### config.mk
export PLATFORM = sky130hd
export DESIGN_NAME = register_and_alu_unit_flat
export DESIGN_NICKNAME = d
export VERILOG_FILES = /design/src/rtl/alu_pkg.sv /design/src/rtl/register_and_alu_unit_if.sv /design/src/rtl/register_and_alu_unit_alu4.sv /design/src/rtl/register_and_alu_unit.sv /design/src/flat_wrapper.sv
export SDC_FILE = /design/constraint.sdc
export NUM_CORES = 1
export LEC_CHECK = 0
export ABC_AREA = 1
export CAP_MARGIN = 20
export CORE_MARGIN = 4
export CORE_UTILIZATION = 35
export DETAILED_ROUTE_END_ITERATION = 8
export GPL_TIMING_DRIVEN = 0
export PLACE_DENSITY = 0.6
export SLEW_MARGIN = 20
export SYNTH_ARGS = -nofsm -noshare
export SYNTH_HDL_FRONTEND = slang
export SYNTH_HIERARCHICAL = 1
export SYNTH_SLANG_ARGS = --single-unit
### constraint.sdc
create_clock -name clk -period 5.9 [get_ports clk]
set_input_delay 0.885 -clock clk [delete_from_list [all_inputs] [get_ports clk]]
set_output_delay 0.885 -clock clk [all_outputs]
set_load 0.05 [all_outputs]
### src/rtl/alu_pkg.sv
// rtl/alu_pkg.sv - shared widths, control-word fields and opcodes for the register/ALU stage
package alu_pkg;

  localparam int DW   = 4;
  localparam int NREG = 8;
  localparam int AW   = $clog2(NREG);
  localparam int OPW  = 5;

  localparam int SRCA_MSB = 13;
  localparam int SRCB_MSB = 10;
  localparam int DEST_MSB = 7;
  localparam int OP_MSB   = 4;

  localparam logic [OPW-1:0] OP_LOADIN = 5'b00000;
  localparam logic [OPW-1:0] OP_ADD    = 5'b00001;
  localparam logic [OPW-1:0] OP_SUB    = 5'b00010;
  localparam logic [OPW-1:0] OP_AND    = 5'b00011;
  localparam logic [OPW-1:0] OP_OR     = 5'b00100;
  localparam logic [OPW-1:0] OP_XOR    = 5'b00101;
  localparam logic [OPW-1:0] OP_NOT    = 5'b00110;
  localparam logic [OPW-1:0] OP_PASS   = 5'b00111;
  localparam logic [OPW-1:0] OP_INC    = 5'b01000;
  localparam logic [OPW-1:0] OP_DEC    = 5'b01001;
  localparam logic [OPW-1:0] OP_SHL    = 5'b01010;
  localparam logic [OPW-1:0] OP_SHR    = 5'b01011;

endpackage

### src/rtl/register_and_alu_unit_if.sv
// rtl/register_and_alu_unit_if.sv - control/data bus between the CPU sequencer and the execute stage
interface register_and_alu_unit_if;
  import alu_pkg::*;

  logic [DW-1:0] in;
  logic [13:0]   control;
  logic [DW-1:0] out;

  modport master (output in, output control, input out);
  modport slave  (input in, input control, output out);

endinterface

### src/rtl/register_and_alu_unit_alu4.sv
// rtl/register_and_alu_unit_alu4.sv - combinational 4-bit ALU, reserved opcodes yield zero
module alu4
  import alu_pkg::*;
(
  input  logic [DW-1:0]  a,
  input  logic [DW-1:0]  b,
  input  logic [DW-1:0]  din,
  input  logic [OPW-1:0] op,
  output logic [DW-1:0]  result
);

  always_comb begin
    result = '0;
    case (op)
      OP_LOADIN: result = din;
      OP_ADD:    result = a + b;
      OP_SUB:    result = a - b;
      OP_AND:    result = a & b;
      OP_OR:     result = a | b;
      OP_XOR:    result = a ^ b;
      OP_NOT:    result = ~a;
      OP_PASS:   result = a;
      OP_INC:    result = a + DW'(1);
      OP_DEC:    result = a - DW'(1);
      OP_SHL:    result = {a[DW-2:0], 1'b0};
      OP_SHR:    result = {1'b0, a[DW-1:1]};
      default:   result = '0;
    endcase
  end

endmodule

### src/rtl/register_and_alu_unit.sv
// rtl/register_and_alu_unit.sv - 8x4 register file feeding alu4, result written back each clock
module register_and_alu_unit
  import alu_pkg::*;
(
  input  logic                  clk,
  input  logic                  rst,
  register_and_alu_unit_if.slave bus
);

  logic [DW-1:0]  regs [NREG];
  logic [AW-1:0]  srca;
  logic [AW-1:0]  srcb;
  logic [AW-1:0]  dest;
  logic [OPW-1:0] op;
  logic [DW-1:0]  opa;
  logic [DW-1:0]  opb;
  logic [DW-1:0]  result;

  assign srca = bus.control[SRCA_MSB -: AW];
  assign srcb = bus.control[SRCB_MSB -: AW];
  assign dest = bus.control[DEST_MSB -: AW];
  assign op   = bus.control[OP_MSB -: OPW];

  // R0 is never written after reset, so a plain read returns the constant zero.
  assign opa = regs[srca];
  assign opb = regs[srcb];

  alu4 u_alu (
    .a      (opa),
    .b      (opb),
    .din    (bus.in),
    .op     (op),
    .result (result)
  );

  assign bus.out = result;

  always_ff @(posedge clk) begin
    if (rst) begin
      for (int i = 0; i < NREG; i++) begin
        regs[i] <= '0;
      end
    end else if (dest != '0) begin
      regs[dest] <= result;
    end
  end

endmodule

### src/flat_wrapper.sv
// flat-port wrapper written by rule: the top's interface ports become plain ports
module register_and_alu_unit_flat import alu_pkg::*;
  (clk, rst, bus_in, bus_control, bus_out);
  register_and_alu_unit_if bus_i ();
  input  logic clk;
  input  logic rst;
  input wire logic [$bits(bus_i.in)-1:0] bus_in;
  input wire logic [$bits(bus_i.control)-1:0] bus_control;
  output wire logic [$bits(bus_i.out)-1:0] bus_out;
  assign bus_i.in = bus_in;
  assign bus_i.control = bus_control;
  assign bus_out = bus_i.out;
  register_and_alu_unit u_core (.clk(clk), .rst(rst), .bus(bus_i));
endmodule
==> flow_summary_export.csv <==
group,metric,value,unit
run_status,status,"finished clean",
power,power_density,201,nW/um^2
yosys,yosys_register_bits,32,
timing,finalCriticalPeriod,4920,ps
floorplan,io_pins,24,
critical_path,cp_max_fo,5,
global_routing,grt_max_degree,11,
detailed_routing,ant_nets,0,
finish,final_common_cell,"nand2_1",
yosys,synth_cell_types,23,
global_routing,met3_usage,2.87,%
clock_tree,hold_buffers,0,
clock_tree,cts_tree,"done",
yosys,yosys-top-cells-area,"edfxtp_1, nand2_1, nand3_1",
critical_path,start_kind,"input port",
clock_tree,cts.reportedPaths.clkPinSlew,60,ps
floorplan,die_area,8940,sq um
job,cap_violations,0,
detailed_routing,wl_per_cell,12.3,um
yosys,yosysTopAreaCellShare,36.6,%
timing,fmax,0.203,GHz
global_routing,grt.met1_usage,19.9,%
detailed_routing,drc,0,
yosys,synth_top_cell_by_area,"edfxtp_1",
yosys,yosysWarnings,6,
timing,rsz0062_at_grt,"no",
clock_tree,clockRootBuffer,"clkbuf_8",
finish,mostFrequentLayoutCells,"nand2_1, inv_1, nand3_1",
critical_path,end_kind,"output port",
global_routing,grt_util_met2,27.1,%
timing,tns,0,ps
timing,report.final.slew_viol_count,0,
timing,fin_crit_sh,83.5,%
floorplan,die_height,94.6,um
critical_path,critPathRequiredTime,5020,ps
finish,area_delta_synth_final,15.5,%
finish,reg_top3,"u_core/regs: 32 flops",
clock_tree,cts_buffers,5,
detailed_routing,detail_route.vias_per_cell,4.64,
detailed_routing,drtPass1Iterations,4,
place,routabilityCongestion,0.891,
timing,finalHoldViolations,0,
global_routing,grt_use_total,15.4,%
clock_tree,ctsResizeCount,0,
yosys,synthesis.area,2620,sq um
finish,largest_register,"u_core/regs",
clock_tree,cts.sinks,32,
clock_tree,htreeDepth,2,
finish,largest_reg_flops,32,
global_routing,overflow,0,
yosys,synth_area_per_cell,6.57,sq um
finish,fin_area,3030,sq um
finish,final_core_util,41.7,%
global_routing,grt_pass1_wl,10800,um
floorplan,num_rows,31,
critical_path,criticalPathCategory,"in2out",
power,power.leakage,0.00151,uW
timing,setup_violations,0,
global_routing,antenna_found_initial,0,
finish,finalNetCount,461,
yosys,ys_seq_area_share,36.6,%
detailed_routing,drt_iter0_markers,179,
finish,antenna_cells,0,
clock_tree,clock_latency,280,ps
yosys,synth_cells,399,
place,numPortBuffers,19,
clock_tree,clock_path_buffers,2,
place,post-dp-hpwl,5190,um
worst_hold_path,hp-class,"reg2reg",
clock_tree,post_cts_buffers,0,
detailed_routing,vias,2450,
finish,post_route_cells_drive_above_1_share,3.96,%
global_routing,grt_pass1_vias,2337,
critical_path,arrival,4040,ps
global_routing,top_usage_layer,"met2",
floorplan,die_w,94.6,um
detailed_routing,routed_wl,6480,um
power,vdd_drop_max,129,uV
floorplan,design.core.area,7250,sq um
place,place_area,2950,sq um
floorplan,start_util,36.2,%
timing,fin_skew,1.03,ps
-- synth_stat cells --
cell / n
a21oi_1: 2
buf_2: 3
buf_6: 5
clkbuf_1: 1
conb_1: 1
edfxtp_1: 32
fa_1: 1
ha_1: 12
inv_1: 67
inv_2: 2
nand2_1: 152
nand2_2: 1
nand3_1: 52
nand3b_1: 1
nand4_1: 3
nor2_1: 46
nor2_2: 1
nor3_1: 2
nor3b_1: 1
o21ai_0: 7
o22ai_1: 4
or2_0: 1
xnor2_1: 2
-- stage by stage --
stage,setup slack [ps],cells,hold WS [ps],power [uW]
after floorplan,1820,402,1190,402
after global placement,998,520,1420,457
after detailed placement,967,520,1430,459
after CTS,957,528,1450,615
after global routing,671,528,1520,653
final,976,528,1420,609
-- critical path, cell delays in order --
cell and delay, ps:
clkdlybuf4s50_1 540, inv_1 100, nand2_1 80, nand2_1 70, inv_1 150, ha_1 260, o22ai_1 220, inv_1 90
fa_1 510, inv_1 40, nand2_1 60, o21ai_0 80, nor2_1 120, nand3_1 100, clkdlybuf4s50_1 710
-- cell families after synthesis --
| kind of cell | synth area share [%] |
|---|---|
| adder cells (fa/ha/maj) | 6.49 |
| buffers and inverters | 12.7 |
| AO/OA/AOI/OAI | 2.67 |
| AND/OR/NAND/NOR | 40.6 |
| XOR/XNOR | 0.668 |
| other | 0.143 |
| flip-flops | 36.6 |
-- where the power goes --
| group | switching [uW] | internal [uW] |
|---|---|---|
| Sequential | 2.99 | 262 |
| Combinational | 124 | 64.9 |
| Clock | 72.7 | 81.9 |
| Total | 200 | 409 |
-- layout make-up --
class                      count  area (sq um)
clock buffer                   7          76.3
fill                         800          4230
inverter                      69           259
multi-input combinational    292          1340
timing repair buffer          19           190
sequential                    32           961
tap                           99           124
buffer                         9          75.1
clock inverter                 1          3.75
-- path summary, 6_finish.rpt --
path                     start                end  slack [ps]  depth (start not counted)
min reg2reg  u_core/regs[2][0]  u_core/regs[2][1]        1420                         12
max            bus_control[10]         bus_out[1]         980                         15
max reg2reg  u_core/regs[5][0]  u_core/regs[5][1]        2870                         18
min          u_core/regs[2][0]  u_core/regs[2][1]        1420                         12
-- layer usage --
metal | vias to the layer above | part of all wire [%] | routed length (um)
met1 | 1103 | 48 | 3090
met3 | 7 | 3.2 | 206
met2 | 46 | 48 | 3110
li1 | 1294 | - | -
met4 | 0 | 1.2 | 76
met5 | - | 0 | 0
(Power assumes the default switching activity.)
